<file path="config.mk">
export PLATFORM = sky130hd
export DESIGN_NAME = stream_64b_to_32b_flat
export DESIGN_NICKNAME = d
export VERILOG_FILES = /design/src/rtl/stream_64b_to_32b_pkg.sv /design/src/rtl/stream_64b_to_32b_if.sv /design/src/rtl/stream_64b_to_32b.sv /design/src/flat_wrapper.sv
export SDC_FILE = /design/constraint.sdc
export NUM_CORES = 1
export LEC_CHECK = 0
export CAP_MARGIN = 20
export CORE_MARGIN = 3
export CORE_UTILIZATION = 44
export CTS_CLUSTER_DIAMETER = 100
export CTS_CLUSTER_SIZE = 24
export DETAILED_ROUTE_END_ITERATION = 6
export PLACE_DENSITY = 0.84
export SLEW_MARGIN = 20
export SYNTH_ARGS = -nofsm -noshare
export SYNTH_HDL_FRONTEND = slang
export SYNTH_SLANG_ARGS = --single-unit
</file>
<file path="constraint.sdc">
create_clock -name clk -period 4.4 [get_ports clk]
set_clock_uncertainty 0.05 [all_clocks]
set_input_delay 0.66 -clock clk [delete_from_list [all_inputs] [get_ports clk]]
set_output_delay 0.66 -clock clk [all_outputs]
set_load 0.1 [all_outputs]
</file>
<file path="src/rtl/stream_64b_to_32b_pkg.sv">
// stream_64b_to_32b_pkg: lane geometry and the state encoding shared by the 64b<->32b packer and serializer
package stream_64b_to_32b_pkg;
  localparam int ACT_DATA_WIDTH = 8;
  localparam int N_DIM_ARRAY = 4;
  localparam int NARROW_W = N_DIM_ARRAY * ACT_DATA_WIDTH;
  localparam int WIDE_W = 2 * NARROW_W;
  typedef enum logic [1:0] {EMPTY = 2'd0, LOW = 2'd1, HIGH = 2'd2} state_t;
endpackage

</file>
<file path="src/rtl/stream_64b_to_32b_if.sv">
// stream_64b_to_32b_if: wide-in / narrow-out handshake bundle of the serializer
interface stream_64b_to_32b_if;
  import stream_64b_to_32b_pkg::*;
  logic input_en;
  logic input_ready;
  logic signed [WIDE_W-1:0] input_word;
  logic [31:0] input_addr;
  logic input_half_only;
  logic signed [NARROW_W-1:0] output_word;
  logic [31:0] output_addr;
  logic output_en;
  logic output_ready;
  modport master (
    output input_en, input_word, input_addr, input_half_only, output_ready,
    input input_ready, output_word, output_addr, output_en
  );
  modport slave (
    input input_en, input_word, input_addr, input_half_only, output_ready,
    output input_ready, output_word, output_addr, output_en
  );
endinterface

</file>
<file path="src/rtl/stream_64b_to_32b.sv">
// stream_64b_to_32b: splits each wide word into two narrow beats, low lanes first, with a half-only tail
module stream_64b_to_32b
  import stream_64b_to_32b_pkg::*;
(
  input  logic clk,
  input  logic reset,
  stream_64b_to_32b_if.slave s,
  output logic busy
);
  state_t state;
  logic [WIDE_W-1:0] held_word;
  logic [31:0] held_addr;
  logic held_half;
  logic last;
  logic take;
  // last beat lets the next wide word in on the same edge so streams carry no bubble
  assign last = state == HIGH || (state == LOW && held_half);
  assign s.input_ready = !reset && (state == EMPTY || (last && s.output_ready));
  assign take = s.input_en && s.input_ready;
  assign s.output_en = state == LOW || state == HIGH;
  assign s.output_word = state == HIGH ? held_word[WIDE_W-1:NARROW_W]
                       : state == LOW  ? held_word[NARROW_W-1:0] : '0;
  assign s.output_addr = s.output_en ? {held_addr[30:0], state == HIGH} : '0;
  assign busy = state != EMPTY;
  always_ff @(posedge clk or posedge reset)
    if (reset) begin
      state <= EMPTY;
      held_word <= '0;
      held_addr <= '0;
      held_half <= 1'b0;
    end else begin
      if (take) begin
        held_word <= s.input_word;
        held_addr <= s.input_addr;
        held_half <= s.input_half_only;
      end
      state <= take ? LOW
             : (state == LOW && !held_half) ? (s.output_ready ? HIGH : LOW)
             : (last && !s.output_ready) ? state : EMPTY;
    end
endmodule

</file>
<file path="src/flat_wrapper.sv">
// flat-port wrapper written by rule: the top's interface ports become plain ports
module stream_64b_to_32b_flat import stream_64b_to_32b_pkg::*;
  (clk, reset, busy, s_input_en, s_input_word, s_input_addr, s_input_half_only, s_output_ready, s_input_ready, s_output_word, s_output_addr, s_output_en);
  stream_64b_to_32b_if s_i ();
  input  logic clk;
  input  logic reset;
  output logic busy;
  input wire logic [$bits(s_i.input_en)-1:0] s_input_en;
  input wire logic [$bits(s_i.input_word)-1:0] s_input_word;
  input wire logic [$bits(s_i.input_addr)-1:0] s_input_addr;
  input wire logic [$bits(s_i.input_half_only)-1:0] s_input_half_only;
  input wire logic [$bits(s_i.output_ready)-1:0] s_output_ready;
  output wire logic [$bits(s_i.input_ready)-1:0] s_input_ready;
  output wire logic [$bits(s_i.output_word)-1:0] s_output_word;
  output wire logic [$bits(s_i.output_addr)-1:0] s_output_addr;
  output wire logic [$bits(s_i.output_en)-1:0] s_output_en;
  assign s_i.input_en = s_input_en;
  assign s_i.input_word = s_input_word;
  assign s_i.input_addr = s_input_addr;
  assign s_i.input_half_only = s_input_half_only;
  assign s_i.output_ready = s_output_ready;
  assign s_input_ready = s_i.input_ready;
  assign s_output_word = s_i.output_word;
  assign s_output_addr = s_i.output_addr;
  assign s_output_en = s_i.output_en;
  stream_64b_to_32b u_core (.clk(clk), .reset(reset), .s(s_i), .busy(busy));
endmodule
</file>
==> results of run 1 <==
-- routing by layer --
layer	up-vias	global-route usage (%)	part of all wire [%]	wire (µm)
li1	1547	-	-	-
met1	1556	23.40	43	4458
met2	117	30.26	48	4983
met3	11	7.225	8.5	895
met4	0	6.119	1.4	144
met5	-	0	0	0
-- kinds of logic after synthesis --
family          share of synthesized area [%]
simple gates                            10.49
flops                                   54.67
mux                                     25.83
compound gates                          4.435
buf+inv                                 3.459
fa+ha+maj                               1.116
-- final cells by class --
type,instances,area [µm²]
clock buffers,13,148.9
repair buffers,173,1567
multi-input cells,240,1889
well taps,133,166.4
inverters,4,17.52
flip-flops and latches,98,2452
fillers,753,3608
clock inverters,3,15.01
-- metrics by stage --
step,utilization (%),cells,hold slack (ns),area (µm²)
floorplan,-,367,0.4221,4486
global route,63.42,664,0.4679,6256
CTS,63.42,664,0.4576,6256
finish,63.42,664,0.4516,6256
global placement,61.76,648,0.4320,6092
detailed placement,61.76,648,0.4374,6092
-- worst max-delay path: stages (launching register included) --
cell and delay (ns):
dfrtp_1 0.40, inv_1 0.10, ha_1 0.44, buf_4 0.40, nand2_1 0.09, o21ai_0 0.20
buf_4 0.34
-- flip-flops by register name, summed over array words and instances, names as in the netlist --
name	cells
u_core.state	2
u_core.held_word	64
u_core.held_half	1
u_core.held_addr	31
-- final timing paths --
| path | from | to | slack, ns | cells after the start |
|---|---|---|---|---|
| max reg2reg | u_core.state[1] | u_core.held_word[44] | 1.72 | 6 |
| min | u_core.held_addr[18] | u_core.held_addr[18] | 0.45 | 1 |
| max | u_core.state[1] | s_output_word[31] | 1.33 | 6 |
| max in group asynchronous | reset | u_core.held_word[60] | 2.42 | 4 |
| min reg2reg | u_core.held_addr[18] | u_core.held_addr[18] | 0.45 | 1 |
| min in group asynchronous | reset | u_core.state[1] | 0.87 | 3 |
-- cell usage in the layout, fill, tap and decap left out, types with 3 or more instances in the layout --
cell type          n
o21ai_0           33
dfrtp_1           98
inv_1              3
mux2_4            18
mux2_2            78
nand2_1           64
ha_1               3
clkinv_2           3
buf_4             70
clkbuf_8          10
clkdlybuf4s50_1  102
and2_1            31
a21oi_1            3
clkbuf_1           3
==> results by group, run 1 <==
Outcome
  – Status: finished, final reports clean

Setup path
  – Data required time of the critical path: 3.69 ns
  – Category of the worst setup path capture point: output port
  – Top fanout value on the critical path: 27
  – Startpoint types: flip-flop
  – WS Path Type: reg -> out
  – Arrival time of the worst setup path: 2.36 ns

CTS
  – Clock slew at the register clock pins of the worst setup and hold paths: 0.09 ns
  – Count of hold buffers inserted by post-cts repair: 0
  – Sink count of the clock tree: 98
  – Worst skew pair latency: 0.37 ns
  – Number of levels in the clock H-tree: 3
  – Clock tree from TritonCTS: done
  – Root buffer cell: clkbuf_8
  – TritonCTS buffer count: 9
  – Post-cts sizing count: 0
  – Maximum buffer depth of the clock tree: 2
  – Post-CTS setup buffer count: 0

Synthesis
  – Cell count after synthesis: 367
  – Cell area after synthesis: 4486 µm²
  – Dominant cell type by area after synthesis: dfrtp_1
  – List of most frequent post-synthesis cells: 98 x dfrtp_1, 78 x mux2_2, 64 x nand2_1
  – Net count of the mapped netlist: 472
  – Most used standard cell by instance count after synthesis: dfrtp_1
  – Most instantiated flip-flop cell in the synthesis netlist: dfrtp_1
  – Count of different cell masters after synthesis: 21
  – Proportion of synthesized chip area in sequential cells: 54.67%
  – Biggest area contributors in the synthesized netlist: dfrtp_1 55%, mux2_2 20%, mux2_4 6.0%, nand2_1 5.4%, and2_1 4.3%
  – Number of enable flip-flop cells after synthesis: 0
  – #FFs+latches synth: 98
  – Synth async-reset ratio: 100.0%
  – Share of the synthesized area in the top cell type: 54.67%
  – Synth warnings: 0
  – Synthesized area per cell: 12.22 µm²

Timing
  – Actual transition at the worst max-transition pin: 0.9950 ns
  – Max-Slew Margin vs Limit: 33.46%
  – Unrepaired setup endpoints after global routing: no
  – Crit share post-route: 69.86%
  – Final count of hold timing violations: 0
  – Total Neg Setup Slack: 0 ns
  – Final worst setup slack: 1.326 ns
  – Crit path time final: 3.074 ns
  – Final setup violation count: 0
  – Peak clock frequency supported by timing: 325.3 MHz
  – Count of pins over their slew limit: 0

Placement
  – Post-Place Setup Slack: 1.483 ns
  – Placer's final routability congestion estimate: 0.7199
  – Number of I/O port buffers: 166
  – HPWL reported at the end of detailed placement: 7519 µm

Floorplanning
  – Die outline height: 107.0 µm
  – Count of pins on the block boundary: 168
  – Effective utilization at floorplan: 45.47%
  – Die Footprint: 11440 µm²
  – Die width: 107.0 µm
  – Standard cell core area: 9864 µm²
  – Row count: 36

Detailed routing
  – Drt total wl: 10480 µm
  – Via count: 3231
  – Number of remaining DRC errors: 0
  – TritonRoute pass-1 iters: 4
  – Starting DRC count in detailed routing: 132
  – Detail-routed net length per standard cell: 15.78 µm
  – Antenna violation net count after detailed routing: 0
  – Via count normalized by instance count: 4.866

Cells and area
  – Final layout net count: 631
  – Total inserted antenna cells: 0
  – Relative area change from synthesis to final layout: 39.47%
  – Share of post-route cells with drive strength above 1: 34.65%

GRT
  – Total congestion overflow: 0
  – Maximum number of pins on one net before global-route repair: 58
  – Wire length of the first global-routing pass: 16750 µm
  – Via count of the first global-routing pass: 3410
  – Initial antenna violation count: 0
  – Total routing usage reported by global routing: 18.81%

Hold path
  – Path class of the lowest-slack min-delay path: reg -> reg

Job
  – Max cap viols: 0
Power of run 1 is left out: the tool's default activity adds up to more than one toggle a clock period on the data nets, which glitch-free logic cannot reach.
==> inputs of run 2 (changes only) <==
==> constraint.sdc (replaced) <==
create_clock -name clk -period 3 [get_ports clk]
set_clock_uncertainty 0.05 [all_clocks]
set_input_delay 0.45 -clock clk [delete_from_list [all_inputs] [get_ports clk]]
set_output_delay 0.45 -clock clk [all_outputs]
set_load 0.1 [all_outputs]
==> results by group, run 2 (same netlist as run 1, synthesis figures left out) <==
CTS
  – Sink count of the clock tree: 98 (unchanged)
  – Clock slew at the register clock pins of the worst setup and hold paths: 0.09 ns (about the same)
  – Post-cts sizing count: 0 (unchanged)
  – TritonCTS buffer count: 9 (unchanged)
  – Count of hold buffers inserted by post-cts repair: 0 (unchanged)
  – Number of levels in the clock H-tree: 3 (unchanged)
  – Worst skew pair latency: 0.35 ns (-0.02 ns)
  – Post-CTS setup buffer count: 0 (unchanged)
  – Clock tree from TritonCTS: done
  – Maximum buffer depth of the clock tree: 2 (unchanged)
  – Root buffer cell: clkbuf_8

Detailed routing
  – Starting DRC count in detailed routing: 134 (+1.5%)
  – Number of remaining DRC errors: 0 (unchanged)
  – TritonRoute pass-1 iters: 4 (unchanged)
  – Antenna violation net count after detailed routing: 0 (unchanged)
  – Detail-routed net length per standard cell: 16.62 µm (+5.3%)
  – Via count: 3296 (+2.0%)
  – Via count normalized by instance count: 4.956 (+1.9%)
  – Drt total wl: 11050 µm (+5.5%)

Timing
  – Actual transition at the worst max-transition pin: 0.5085 ns (-0.4865 ns)
  – Count of pins over their slew limit: 0 (unchanged)
  – Max-Slew Margin vs Limit: 66.10% (+33 points)
  – Crit path time final: 2.453 ns
  – Crit share post-route: 81.76%
  – Total Neg Setup Slack: 0 ns (unchanged)
  – Peak clock frequency supported by timing: 407.7 MHz
  – Final count of hold timing violations: 0 (unchanged)
  – Unrepaired setup endpoints after global routing: no
  – Final setup violation count: 0 (unchanged)

Setup path
  – Arrival time of the worst setup path: 1.95 ns (-0.41 ns)
  – Startpoint types: flip-flop
  – WS Path Type: reg -> out
  – Largest stage delay, worst path: 0.41 ns (-0.03 ns)
  – Largest delay contributor family on the critical path: buffers and inverters
  – Category of the worst setup path capture point: output port
  – CP Cell Sequence: inv_1 > ha_1 > buf_4 > a21o_1 > a21oi_1 > nor2_1 > buf_12
  – Slowest cell on the critical path: dfrtp_1
  – Top fanout value on the critical path: 15 (-44%)
  – Data required time of the critical path: 2.50 ns (-1.19 ns)
  – Critical path buffer and inverter count: 3 (unchanged)

Cells and area
  – Share of post-route cells with drive strength above 1: 35.15% (+0.50 points)
  – Most common cell after layout, fill and taps aside: clkdlybuf4s50_1
  – Number of filler cells placed in the layout: 659 (-12%)
  – Final layout net count: 632 (+0.16%)
  – Largest registers: u_core.held_word: 64 flops, u_core.held_addr: 31 flops, u_core.state: 2 flops
  – Relative area change from synthesis to final layout: 59.00%
  – Number of flip-flops in the largest register: 64 (unchanged)
  – Total inserted antenna cells: 0 (unchanged)
  – Commonest non-fill, non-tap cells in the layout: 99 x clkdlybuf4s50_1, 98 x dfrtp_1, 78 x mux2_2, 67 x buf_12, 64 x nand2_1
  – Most flops, register: u_core.held_word

GRT
  – Total routing usage reported by global routing: 19.83% (+1.0 points)
  – Initial antenna violation count: 0 (unchanged)
  – Total congestion overflow: 0 (unchanged)
  – Via count of the first global-routing pass: 3606 (+5.7%)
  – Maximum number of pins on one net before global-route repair: 99 (+71%)
  – Wire length of the first global-routing pass: 17880 µm (+6.8%)

Floorplanning
  – Effective utilization at floorplan: 45.47% (unchanged)
  – Die width: 107.0 µm (unchanged)
  – Row count: 36 (unchanged)
  – Count of pins on the block boundary: 168 (unchanged)
  – Die outline height: 107.0 µm (unchanged)
  – Standard cell core area: 9864 µm² (unchanged)
  – Die Footprint: 11440 µm² (unchanged)

Outcome
  – Status: finished, final reports clean

Placement
  – Number of I/O port buffers: 166 (unchanged)
  – HPWL reported at the end of detailed placement: 8050 µm (+7.1%)
  – Placer's final routability congestion estimate: 0.7063 (-1.9%)

Hold path
  – Path class of the lowest-slack min-delay path: reg -> reg

Job
  – Max cap viols: 0 (unchanged)
-- run 2: changes by cell type in the layout (fill, tap and decap cells not counted) --
cell | before | now
clkinv_2 | 3 | 0
o21ai_0 | 33 | 3
clkdlybuf4s50_1 | 102 | 99
inv_4 | 1 | 0
bufinv_16 | 0 | 2
o21ai_1 | 0 | 30
clkinvlp_4 | 0 | 1
clkbuf_1 | 3 | 4
buf_12 | 1 | 67
buf_4 | 70 | 8
-- run 2: stage by stage --
step | util (%) | instance area [µm²] | setup WS [ns] | cells | hold slack (ns)
after floorplan | - | 4501 | -0.4539 | 367 | 0.4221
after global placement | 70.14 | 6919 | 0.7551 | 649 | 0.4311
after detailed placement | 70.14 | 6919 | 0.6939 | 649 | 0.4387
after CTS | 72.30 | 7132 | 0.5178 | 665 | 0.4593
after global routing | 72.30 | 7132 | 0.4226 | 665 | 0.4759
final | 72.30 | 7132 | 0.5471 | 665 | 0.4557
-- run 2: final timing paths --
| check | endpoint | slack (ns) | startpoint | cells after the start |
|---|---|---|---|---|
| max | s_input_ready | 0.55 | u_core.state[1] | 7 |
| min | u_core.held_addr[18] | 0.46 | u_core.held_addr[18] | 1 |
| max reg2reg | u_core.held_addr[17] | 0.76 | u_core.state[1] | 7 |
| min reg2reg | u_core.held_addr[18] | 0.46 | u_core.held_addr[18] | 1 |
| max in group asynchronous | u_core.held_addr[7] | 1.89 | reset | 3 |
| min in group asynchronous | u_core.held_word[59] | 0.63 | reset | 3 |
-- run 2: area by class of cell --
cell class              instances  area, µm²  area share [%]
repair buffers                174       2392           33.54
flip-flops and latches         98       2452           34.39
clock buffers                  14      152.6           2.140
multi-input cells             240       1889           26.49
well taps                     133      166.4           2.333
clock inverters                 2      60.06          0.8421
inverters                       4      18.77          0.2632
-- run 2: routing by layer --
metal	vias up	GRT usage, %	part of all wire (%)
met2	115	32.87	50
met3	13	7.465	8.7
met1	1624	24.14	40
met5	-	0	0
met4	0	5.936	1.2
li1	1544	-	-
Power of run 2 is left out for the same reason.
==> inputs of run 3 (changes only) <==
--- a/config.mk
+++ b/config.mk
@@ -7,11 +7,11 @@
 export LEC_CHECK = 0
 export CAP_MARGIN = 20
 export CORE_MARGIN = 3
-export CORE_UTILIZATION = 44
+export CORE_UTILIZATION = 40
 export CTS_CLUSTER_DIAMETER = 100
 export CTS_CLUSTER_SIZE = 24
 export DETAILED_ROUTE_END_ITERATION = 6
-export PLACE_DENSITY = 0.84
+export PLACE_DENSITY = 0.8
 export SLEW_MARGIN = 20
 export SYNTH_ARGS = -nofsm -noshare
 export SYNTH_HDL_FRONTEND = slang
==> constraint.sdc (replaced) <==
create_clock -name clk -period 2 [get_ports clk]
set_clock_uncertainty 0.05 [all_clocks]
set_input_delay 0.3 -clock clk [delete_from_list [all_inputs] [get_ports clk]]
set_output_delay 0.3 -clock clk [all_outputs]
set_load 0.1 [all_outputs]
==> results by group, run 3 (same netlist as run 1, synthesis figures left out) <==
Cells and area
  – Number of filler cells placed in the layout: 609 (-7.6%)
  – Relative area change from synthesis to final layout: 92.58%
  – Final layout net count: 670 (+6.0%)
  – Number of flip-flops in the largest register: 64 (unchanged)
  – Most common cell after layout, fill and taps aside: clkdlybuf4s50_1
  – Commonest non-fill, non-tap cells in the layout: 99 x clkdlybuf4s50_1, 98 x dfrtp_1, 81 x buf_12, 63 x mux2_4
  – Most flops, register: u_core.held_word
  – Final design utilization: 79.34% (+7.0 points)
  – Total inserted antenna cells: 0 (unchanged)
  – Share of post-route cells with drive strength above 1: 57.24% (+22 points)
  – Largest registers: u_core.held_word: 64 flops, u_core.held_addr: 31 flops, u_core.state: 2 flops
  – Final standard cell area without fillers: 8638 µm² (+21%)

Placement
  – HPWL reported at the end of detailed placement: 8788 µm (+9.2%)
  – Placed instance area: 7473 µm² (+8.0%)
  – Number of I/O port buffers: 166 (unchanged)
  – Post-Place Setup Slack: -0.01816 ns (-0.7121 ns)
  – Placer's final routability congestion estimate: 0.6992 (-1.0%)

Detailed routing
  – Starting DRC count in detailed routing: 159 (+19%)
  – Drt total wl: 14900 µm (+35%)
  – Detail-routed net length per standard cell: 21.11 µm (+27%)
  – Via count normalized by instance count: 5.157 (+4.1%)
  – Antenna violation net count after detailed routing: 0 (unchanged)
  – TritonRoute pass-1 iters: 4 (unchanged)
  – Via count: 3641 (+10%)
  – Number of remaining DRC errors: 0 (unchanged)

Setup path
  – R2r setup slk: -0.15 ns (-0.91 ns)
  – Launch point of the critical path: u_core.state[1]
  – Largest stage delay, worst path: 0.42 ns (about the same)
  – CP Cell Sequence: inv_2 > buf_4 > ha_4 > buf_12 > and2_4 > buf_12
  – Cell repeated most along the worst path: buf_12
  – WS Path Type: reg -> out
  – R2R cell count: 7 (unchanged)
  – Data required time of the critical path: 1.65 ns (-0.85 ns)
  – Startpoint of the most critical register-to-register path: u_core.state[0]
  – Arrival time of the worst setup path: 1.80 ns (-0.15 ns)
  – Slowest cell on the critical path: dfrtp_1
  – Category of the worst setup path capture point: output port
  – Top fanout value on the critical path: 16 (+1)
  – Reg-to-reg critical path endpoint: u_core.held_word[6]
  – Startpoint types: flip-flop

GRT
  – Maximum number of pins on one net before global-route repair: 99 (unchanged)
  – Via count of the first global-routing pass: 3903 (+8.2%)
  – Initial antenna violation count: 0 (unchanged)
  – Wire length of the first global-routing pass: 20250 µm (+13%)
  – Total routing usage reported by global routing: 20.59% (+0.76 points)
  – Total congestion overflow: 0 (unchanged)

Hold path
  – Path class of the lowest-slack min-delay path: in -> async

Timing
  – Crit path time final: 2.153 ns
  – Max-Slew Margin vs Limit: 65.65% (-0.45 points)
  – Final count of hold timing violations: 0 (unchanged)
  – Crit share post-route: 107.7%
  – Final Hold Slack: 0.4568 ns (+0.001177 ns)
  – Final worst setup slack: -0.1532 ns (-0.7003 ns)
  – Peak clock frequency supported by timing: 464.4 MHz
  – Final setup violation count: 150 (+150)
  – Count of pins over their slew limit: 0 (unchanged)
  – Actual transition at the worst max-transition pin: 0.5152 ns (+0.006694 ns)
  – Unrepaired setup endpoints after global routing: yes

Floorplanning
  – Count of pins on the block boundary: 168 (unchanged)
  – Die outline height: 111.9 µm (+4.6%)
  – Die width: 111.9 µm (+4.6%)
  – Die Footprint: 12520 µm² (+9.4%)
  – Row count: 38 (+5.6%)
  – Effective utilization at floorplan: 41.20% (-4.3 points)
  – Standard cell core area: 10890 µm² (+10%)

Job
  – Max cap viols: 0 (unchanged)

CTS
  – Sink count of the clock tree: 98 (unchanged)
  – Clock tree from TritonCTS: done
  – Number of levels in the clock H-tree: 3 (unchanged)
  – Worst skew pair latency: 0.37 ns (+0.02 ns)
  – Clock slew at the register clock pins of the worst setup and hold paths: 0.09 ns (about the same)
  – TritonCTS buffer count: 9 (unchanged)
  – Root buffer cell: clkbuf_8
  – Maximum buffer depth of the clock tree: 2 (unchanged)
  – Count of hold buffers inserted by post-cts repair: 0 (unchanged)

Outcome
  – Status: complete, but fails checks
  – Failing checks: setup timing
[run 3: cell count changes in the layout (fill, tap and decap cells not counted), moves of 17 or more]
cell	change
mux2_2	-45
mux2_4	+45
o21ai_4	+32
and2_1	-31
and2_4	+31
nand2_1	-31
o21ai_1	-30
nand2_4	+17
[run 3: final cells by class]
cell class	instances	area (µm²)	share of cell area [%]
clock buffer	11	141.4	1.637
clock inverter	1	5.005	0.05794
timing repair buffer	212	3141	36.36
multi-input combinational	240	2705	31.32
tap	140	175.2	2.028
sequential	98	2452	28.39
inverter	4	18.77	0.2173
[run 3: worst max path at each step]
stage / end / slack, ns / cells after the start
final: s_output_addr[10] / -0.15 / 6
after global routing: s_output_addr[20] / -0.21 / 6
after CTS: s_output_word[19] / -0.11 / 6
after detailed placement: u_core.held_word[12] / -0.02 / 6
after global placement: u_core.held_word[11] / 0.05 / 5
after floorplan: u_core.held_word[24] / -0.93 / 6
[run 3: timing repair]
item | 4_1_cts | 5_1_grt
cloned | 2 | 15
setup buffers | 10 | 7
endpoints found under the hold margin | 0 | 0
setup endpoints to repair | 76 | 159
resized for setup | 74 | 83
pin swaps | 4 | 38
[run 3: metal layers]
metal | global-route usage [%] | vias to the layer above | part of all wire (%)
li1 | - | 1622 | -
met1 | 23.14 | 1864 | 38
met2 | 35.93 | 140 | 53
met3 | 8.043 | 15 | 7.8
met4 | 6.569 | 0 | 1.3
met5 | 0 | - | 0
[run 3: through the flow]
stage | cells | setup TNS, ns
floorplan | 367 | -82.94
global placement | 661 | 0
detailed placement | 661 | -0.04385
CTS | 685 | -5.985
global route | 706 | -25.49
finish | 706 | -17.48
[run 3: critical path: cells and delay by family (launching register included)]
| kind | cells | cell delay [ns] |
|---|---|---|
| buffers and inverters | 4 | 0.56 |
| adders and majority gates | 1 | 0.29 |
| DFF | 1 | 0.42 |
| and+or+nand+nor | 1 | 0.16 |
Power of run 3 is left out for the same reason.
